## config.mk

```make
export PLATFORM = sky130hd
export DESIGN_NAME = timer_8bit
export DESIGN_NICKNAME = d
export VERILOG_FILES = /design/src/rtl/timer_pkg.sv /design/src/rtl/timer_prescaler.sv /design/src/rtl/timer_8bit.sv
export SDC_FILE = /design/constraint.sdc
export NUM_CORES = 1
export LEC_CHECK = 0
export BUFFER_PORTS_ARGS = -buffer_cell sky130_fd_sc_hd__buf_2
export CAP_MARGIN = 20
export CORE_UTILIZATION = 40
export DETAILED_ROUTE_END_ITERATION = 8
export GPL_TIMING_DRIVEN = 0
export PLACE_DENSITY_LB_ADDON = 0.12
export SYNTH_ARGS = -nofsm -noshare
export SYNTH_HDL_FRONTEND = slang
export SYNTH_SLANG_ARGS = --single-unit
```

## constraint.sdc

```tcl
create_clock -name pclk -period 3.9 [get_ports pclk]
set_input_delay 0.195 -clock pclk [delete_from_list [all_inputs] [get_ports pclk]]
set_output_delay 0.195 -clock pclk [all_outputs]
set_load 0.01 [all_outputs]
```

## src/rtl/timer_pkg.sv

```systemverilog
// timer_pkg: shared constants for the 8-bit APB timer.
//   Address map of the four registers (TDR, TCR, TSR, TCNT).
//   Bit indices inside TCR and TSR.
//   Write mask for TCR: the reserved bits 6 and 3:2 are never stored.
package timer_pkg;

    localparam logic [7:0] ADDR_TDR  = 8'h00;
    localparam logic [7:0] ADDR_TCR  = 8'h01;
    localparam logic [7:0] ADDR_TSR  = 8'h02;
    localparam logic [7:0] ADDR_TCNT = 8'h03;

    localparam int TCR_LOAD   = 7;
    localparam int TCR_DOWN   = 5;
    localparam int TCR_EN     = 4;
    localparam int TCR_CKS_HI = 1;
    localparam int TCR_CKS_LO = 0;

    localparam int TSR_OVF = 0;
    localparam int TSR_UDF = 1;

    localparam logic [7:0] TCR_WMASK = 8'hB3;

endpackage

```

## src/rtl/timer_prescaler.sv

```systemverilog
// timer_prescaler: free-running 4-bit divider and tick select.
//   pclk    in   system clock
//   presetn in   asynchronous active-low reset (divider returns to 0)
//   cks     in   2-bit rate select: tick every 2, 4, 8 or 16 pclk
//   tick    out  one-pclk pulse when the low cks+1 divider bits are all ones
module timer_prescaler (
    input  logic       pclk,
    input  logic       presetn,
    input  logic [1:0] cks,
    output logic       tick
);

    logic [3:0] div;

    always_ff @(posedge pclk or negedge presetn) begin
        if (!presetn) begin
            div <= 4'd0;
        end else begin
            div <= div + 4'd1;
        end
    end

    always_comb begin
        tick = 1'b0;
        unique case (cks)
            2'b00:   tick = div[0];
            2'b01:   tick = &div[1:0];
            2'b10:   tick = &div[2:0];
            default: tick = &div;
        endcase
    end

endmodule

```

## src/rtl/timer_8bit.sv

```systemverilog
// timer_8bit: 8-bit up/down timer with a zero-wait-state APB slave.
//   pclk, presetn         clock and asynchronous active-low reset
//   psel, penable, pwrite APB control
//   paddr, pwdata         APB address and write data (8 bits each)
//   prdata                read data, combinational during the access phase, 0 otherwise
//   pready                high during the access phase
//   pslverr               always 0
// Registers: TDR reload value, TCR control, TSR sticky flags (write 0 to clear),
// TCNT counter (read-only).
module timer_8bit
    import timer_pkg::*;
(
    input  logic       pclk,
    input  logic       presetn,
    input  logic       psel,
    input  logic       penable,
    input  logic       pwrite,
    input  logic [7:0] paddr,
    input  logic [7:0] pwdata,
    output logic [7:0] prdata,
    output logic       pready,
    output logic       pslverr
);

    logic [7:0] tdr;
    logic [7:0] tcr;
    logic [7:0] tcnt;
    logic [1:0] tsr;

    logic       tick;
    logic       wr_en;
    logic       rd_en;
    logic       count_en;
    logic [1:0] flag_set;

    assign wr_en = psel & penable & pwrite;
    assign rd_en = psel & penable & ~pwrite;

    assign pready  = psel & penable;
    assign pslverr = 1'b0;

    timer_prescaler u_prescaler (
        .pclk    (pclk),
        .presetn (presetn),
        .cks     (tcr[TCR_CKS_HI:TCR_CKS_LO]),
        .tick    (tick)
    );

    // LOAD inhibits counting; it is handled ahead of the count in the TCNT process.
    assign count_en = tick & tcr[TCR_EN] & ~tcr[TCR_LOAD];

    always_comb begin
        flag_set          = 2'b00;
        flag_set[TSR_OVF] = count_en & ~tcr[TCR_DOWN] & (tcnt == 8'hFF);
        flag_set[TSR_UDF] = count_en &  tcr[TCR_DOWN] & (tcnt == 8'h00);
    end

    always_ff @(posedge pclk or negedge presetn) begin
        if (!presetn) begin
            tdr <= 8'h00;
            tcr <= 8'h00;
        end else if (wr_en) begin
            if (paddr == ADDR_TDR) tdr <= pwdata;
            if (paddr == ADDR_TCR) tcr <= pwdata & TCR_WMASK;
        end
    end

    always_ff @(posedge pclk or negedge presetn) begin
        if (!presetn) begin
            tcnt <= 8'h00;
        end else if (tcr[TCR_LOAD]) begin
            tcnt <= tdr;
        end else if (count_en) begin
            tcnt <= tcr[TCR_DOWN] ? tcnt - 8'd1 : tcnt + 8'd1;
        end
    end

    // Write-0-to-clear; a hardware set in the same cycle is OR'd in last so it wins.
    always_ff @(posedge pclk or negedge presetn) begin
        if (!presetn) begin
            tsr <= 2'b00;
        end else if (wr_en && (paddr == ADDR_TSR)) begin
            tsr <= (tsr & pwdata[1:0]) | flag_set;
        end else begin
            tsr <= tsr | flag_set;
        end
    end

    always_comb begin
        prdata = 8'h00;
        if (rd_en) begin
            unique case (paddr)
                ADDR_TDR:  prdata = tdr;
                ADDR_TCR:  prdata = tcr;
                ADDR_TSR:  prdata = {6'b0, tsr};
                ADDR_TCNT: prdata = tcnt;
                default:   prdata = 8'h00;
            endcase
        end
    end

endmodule

```

==> summary.txt, run 1 <==
Run status
  • Status: complete, no violations

Global routing
  • Met3 Use GR: 0.0321
  • Vias in the first global route: 1,413
  • First-pass GRT wire length: 6.44 mm
  • Largest net degree at the start of global routing: 28
  • Met2 usage: 0.334
  • GRT busiest layer: met2
  • GRT Overall Usage: 0.193
  • Initial antenna violation count: 0
  • Overflow after GRT: 0
  • Met1 GRT Util: 0.237

Synth
  • Synth top cells by count: dfrtp_1 (27), mux2_2 (15), nand2_1 (15)
  • Top cells by area, synth: dfrtp_1 (40%), mux2_2 (9.9%), ha_1 (5.9%), a21oi_1 (4.1%), nand2_1 (3.3%)
  • Top cell type's share of synthesized area: 0.396
  • Top-count cell post-synth: dfrtp_1
  • Largest area contributor in the netlist: dfrtp_1
  • Syn avg cell area: 10.1 µm²
  • Most used DFF post-synth: dfrtp_1
  • Syn Std Cell Area: about 1700 µm²
  • Warning count from the yosys run: 0
  • Cells after Synth: between 150 and 200
  • Async set-or-reset flop fraction in the synthesized netlist: 1.00
  • Yosys reg bits: 27
  • Synth Net Count: 199
  • Post-synth EDFFs: 0
  • Synth unique cells: 48
  • Seq/Total Area, Yosys: 0.396

STA
  • Final min period: 2.31 ns
  • Least-Margin Pin Slew: 0.614 ns
  • Final period util: 0.591
  • Hold Fails Final Rpt: 0
  • Hold WS: 0.149 ns
  • Unrepaired setup endpoints after global routing: no
  • Setup ws final: 1.59 ns
  • Final-report setup violation count: 0
  • Highest clock rate: approximately 0.43 GHz
  • Worst slew margin: 0.591
  • Setup TNS: 0 ns
  • Final slew viol count: 0
  • Worst Skew: ~0.0035 ns

Drt
  • DR WL/cell: 15.4 µm
  • DRT iter0 DRCs: 69
  • Vias: approximately 1,400
  • ANT nets after route: 0
  • DR DRC count: 0
  • Final Routed Wirelength: between 3 and 4 mm
  • Vias per cell: 5.57
  • Drt pass-1 iters: 4

Worst setup path
  • CP startpoint kind: flop
  • Slowest cell on crit path: dfrtp_1
  • Worst-path cell chain: inv_1 -> fa_1 -> nor2b_1 -> o31a_2 -> o21ai_1 -> a2111oi_2 -> nand3b_1
  • Worst setup EP type: flop
  • Critical Path RT: approximately 4.1 ns
  • Setup CP Type: flop to flop
  • Worst EP arrival: approximately 2.5 ns
  • Critical Path Fanout Max: 10
  • Largest stage delay on the critical path: 0.59 ns

Clock network
  • CTS max path bufs: 2
  • CTS tree: yes
  • Root buf cell: clkbuf_8
  • H-Tree Depth: 1
  • Postcts setup bufs: 0
  • Clk Latency, worst-skew pair: 0.27 ns
  • Post-CTS Hold Fix Bufs: 1
  • CTS buffer count: 3
  • Reg clk slew, reported paths: around 0.09 ns
  • Clock sink count: 27
  • Cells resized by post-CTS repair: 0

Min path
  • HP Class: input pin to flop

Floorplan
  • Top Ports: 31
  • Die height: 67.3 µm
  • Core area: 4060 µm²
  • Die area: 4530 µm²
  • Die Width: 67.3 µm
  • Initial core utilization: 0.421
  • FP Rows: 23

Power and ir drop
  • Int Power: 0.000423 W
  • Clock share of power: 0.266
  • Reg power frac: 0.549
  • Combinational Power Share: 0.185
  • NetSw: 0.000169 W
  • Total power: about 0.0006 W
  • Leak: 0.910 nW
  • Sw Share: 0.285
  • VDD IR max: roughly 0.00015 V
  • PwrDens: 301 nW/µm²

Cells and area
  • # fillers: 388
  • Fraction of layout cells with a size suffix above 1: 0.286
  • Final layout net count: 234
  • Synthesis-to-finish area growth: 15.4%
  • Area of the multi-input gates: 966 µm²
  • Register area: 676 µm²
  • # diodes: 0

Run
  • Maxcap violations: 0

Placement
  • Pre-CTS setup slack: 1.62 ns
  • GPL Wtd Cong: 0.814
  • Port bufs: 29
  • HPWL after detailed placement: 3.05 mm
## metal layers
layer	up-vias	share of wire	routed length, µm
met1	682	0.47	1820
li1	698	-	-
met2	23	0.49	1910
met5	-	0	0
met4	0	0.018	70
met3	6	0.027	106
## cell type report
| class | count | share of cell area |
|---|---|---|
| clock buffer | 4 | 0.0229 |
| timing repair buffer | 30 | 0.0788 |
| multi-input combinational | 128 | 0.490 |
| tap | 50 | 0.0318 |
| buffer | 6 | 0.0178 |
| sequential | 27 | 0.343 |
| inverter | 8 | 0.0152 |
## kinds of logic after synthesis
logic type	after synthesis	synth area share
compound gates	42	0.171
fa+ha+maj	9	0.0704
xor+xnor	5	0.0257
simple gates	53	0.163
other cells	1	0.00220
mux	18	0.133
flops	27	0.396
buf+inv	14	0.0381
## power groups by stage
stage | registers (W) | logic (W) | clock network (W)
floorplan | 0.000320 | 0.0000768 | 0
global placement | 0.000329 | 0.000103 | 0
detailed placement | 0.000330 | 0.000109 | 0
CTS | 0.000324 | 0.000110 | 0.000164
global route | 0.000328 | 0.000124 | 0.000176
finish | 0.000325 | 0.000109 | 0.000158
## cells in the final DEF (no fill, tap or decap), types with 3 or more instances in the layout
cell / n
buf_2: 30
dfrtp_1: 27
nand2_1: 15
mux2_2: 15
a21oi_1: 14
nor2_1: 9
nand3_1: 8
o21ai_0: 8
ha_1: 8
inv_1: 6
xnor2_1: 4
clkbuf_1: 4
a22oi_1: 3
nor2b_1: 3
o21ai_1: 3
a2bb2oi_1: 3
clkbuf_8: 3
## critical path, delay by kind of cell (launching register included)
kind | cells | cell delay [ns]
compound gates | 3 | 0.60
flops | 1 | 0.59
simple gates | 2 | 0.32
fa+ha+maj | 1 | 0.49
buf+inv | 1 | 0.24
## stage by stage
| step | util | cells | cell area (µm²) |
|---|---|---|---|
| 5_1_grt | 0.485 | 253 | 1970 |
| 3_3_place_gp | 0.472 | 248 | 1910 |
| 3_5_place_dp | 0.472 | 248 | 1910 |
| 4_1_cts | 0.485 | 253 | 1970 |
| 6_report | 0.485 | 253 | 1970 |
| 2_1_floorplan | - | 169 | 1710 |
## worst paths after layout
kind / startpoint / end / slack (ns) / cells past startpoint
setup / recovery: tcr[5] / tcnt[6] / 1.59 / 7
hold / removal: pwdata[6] / tdr[6] / 0.15 / 2
setup reg to reg: tcr[5] / tcnt[6] / 1.59 / 7
hold reg to reg: u_prescaler.div[0] / u_prescaler.div[0] / 0.48 / 1
max in group asynchronous: presetn / u_prescaler.div[2] / 3.03 / 2
min in group asynchronous: presetn / u_prescaler.div[0] / 0.47 / 2
## state kept, by name, summed over array words and instances (netlist names)
name and flops:
tcnt 8, tcr 5, tdr 8, tsr 2, u_prescaler.div 4
(Power assumes the default switching activity.)
==> run 2: changes to the inputs <==
clock period = 2.2 ns   (was 3.9 ns; I/O delays follow)
==> summary.txt, run 2 (same netlist as run 1, synthesis figures left out) <==
Drt
  • Vias: 1,419
  • Final Routed Wirelength: 3.93 mm
  • Vias per cell: 5.56
  • DR DRC count: 0
  • Drt pass-1 iters: 4
  • ANT nets after route: 0
  • DRT iter0 DRCs: 100
  • DR WL/cell: roughly 15 µm

Global routing
  • Initial antenna violation count: 0
  • Vias in the first global route: about 1,400
  • GRT Overall Usage: 0.193
  • Overflow after GRT: 0
  • Largest net degree at the start of global routing: 28
  • First-pass GRT wire length: 6.44 mm

Worst setup path
  • Critical Path RT: between 2 and 2.5 ns
  • Worst setup EP type: flop
  • Flop-to-flop setup slack: 0.14 ns
  • R2R depth: 7
  • Crit path buf inv count: 1
  • Setup CP Type: flop to flop
  • Critical Path Fanout Max: 7
  • Worst R2R Start: tcr[5]
  • Worst EP arrival: ~2.3 ns
  • Worst-path cell chain: inv_1 -> fa_1 -> nor2b_1 -> o31a_2 -> o21ai_1 -> a2111oi_2 -> nand3b_1
  • Reg-to-reg endpoint: tcnt[6]
  • Largest stage delay on the critical path: 0.47 ns
  • CP delay by family, top: compound AO/OA/AOI/OAI gates
  • CP startpoint kind: flop
  • Slowest cell on crit path: fa_1

STA
  • Worst Skew: 0.00235 ns
  • Final min period: 2.06 ns
  • Setup TNS: 0 ns
  • Setup ws final: 0.143 ns
  • Least-Margin Pin Slew: between 0.6 and 0.7 ns
  • Final slew viol count: 0
  • Final-report setup violation count: 0
  • Final period util: 0.935
  • Unrepaired setup endpoints after global routing: no
  • Highest clock rate: 0.486 GHz
  • Worst slew margin: 0.593
  • Hold Fails Final Rpt: 0

Cells and area
  • Largest regs: tcnt: 8 flops, tdr: 8 flops, tcr: 5 flops
  • Final layout net count: 236
  • Post-Layout Cell Count: 255
  • # diodes: 0
  • Most common cell after layout, fill and taps aside: buf_2
  • Fraction of layout cells with a size suffix above 1: 0.298
  • # fillers: a little under 400
  • Fin util: 0.489
  • Commonest cells after routing, fill and taps aside: buf_2 (30), dfrtp_1 (26), nand2_1 (15), mux2_2 (15), a21oi_1 (14)
  • Synthesis-to-finish area growth: 16.3%

Placement
  • HPWL after detailed placement: approximately 3.0 mm
  • GPL Wtd Cong: 0.814
  • Pre-CTS setup slack: -0.0790 ns
  • Port bufs: 29
  • DP Cell Count: 248

Min path
  • Worst hold endpoint: tdr[6]
  • HP Class: input pin to flop
  • Hold depth: 2
  • Hold wc startpoint: pwdata[6]

Floorplan
  • Core area: 4060 µm²
  • Die Width: 67.3 µm
  • Initial core utilization: 0.421
  • Die area: 4530 µm²
  • FP Rows: 23
  • Die height: 67.3 µm
  • Top Ports: 31

Run status
  • Status: complete, no violations

Run
  • Maxcap violations: 0

Clock network
  • CTS tree: yes
  • Reg clk slew, reported paths: 0.09 ns
  • Clock sink count: 27
  • CTS buffer count: 3
  • Root buf cell: clkbuf_8
  • CTS max path bufs: 2
  • H-Tree Depth: 1
  • Clk Latency, worst-skew pair: 0.27 ns

Power and ir drop
  • PwrDens: 530 nW/µm²
  • VDD IR max: 0.000269 V
  • Total power: 0.00105 W
  • Leak: 0.920 nW
==> run 2: changes by cell type in the layout (fill, tap and decap cells not counted), sizes merged <==
cell | previous run | this run
buf | 32 | 34
==> run 2: cell type report <==
type	count	area, µm²	share of cell area
Multi-Input combinational cell	128	966	0.486
Buffer	6	35.0	0.0176
Clock buffer	4	45.0	0.0227
Timing Repair Buffer	32	170	0.0857
Sequential cell	27	677	0.341
Inverter	8	30.0	0.0151
Tap cell	50	62.6	0.0315
==> run 2: power breakdown <==
| part | switching [W] | internal [W] | total (W) |
|---|---|---|---|
| logic | 0.0000991 | 0.0000954 | 0.000195 |
| clock network | 0.000152 | 0.000130 | 0.000282 |
| registers | 0.0000504 | 0.000526 | 0.000577 |
| total | 0.000302 | 0.000751 | 0.00105 |
==> run 2: metal layers <==
metal / vias up / track usage / wire [µm]
li1: 701 / - / -
met2: 28 / 0.334 / 1930
met4: 0 / 0.0745 / 70
met1: 684 / 0.237 / 1810
met5: - / 0 / 0
met3: 6 / 0.0321 / 117
==> run 2: how the worst max path moves through the flow <==
stage                     startpoint       to  depth (start not counted)
after global routing          tcr[5]  tcnt[6]                          7
after detailed placement      tcr[5]  tcnt[6]                          7
after floorplan               tcr[5]  tcnt[6]                          7
after CTS                     tcr[5]  tcnt[6]                          7
after global placement        tcr[5]  tcnt[6]                          7
final                         tcr[5]  tcnt[6]                          7
==> run 2: timing repair <==
action                     4_1_cts  5_1_grt
gates cloned                     0        0
setup endpoints to repair        1        1
hold endpoints to repair        27        0
gates resized for setup          1        0
hold buffers                     1        0
setup buffers                    0        2
==> run 2: worst reg2reg max path, delay by kind of cell, from the launching register on <==
family                     cells  cell delay, ns
AOI/OAI and AO/OA              3            0.59
buffers and inverters          1            0.16
adders and majority gates      1            0.47
and+or+nand+nor                2            0.32
DFF                            1            0.44
==> run 2: through the flow <==
step	cell area [µm²]	hold WS, ns
6_report	1990	0.0637
5_1_grt	1990	0.0632
4_1_cts	1970	0.0576
3_5_place_dp	1910	0.155
3_3_place_gp	1910	0.142
2_1_floorplan	1710	-0.186
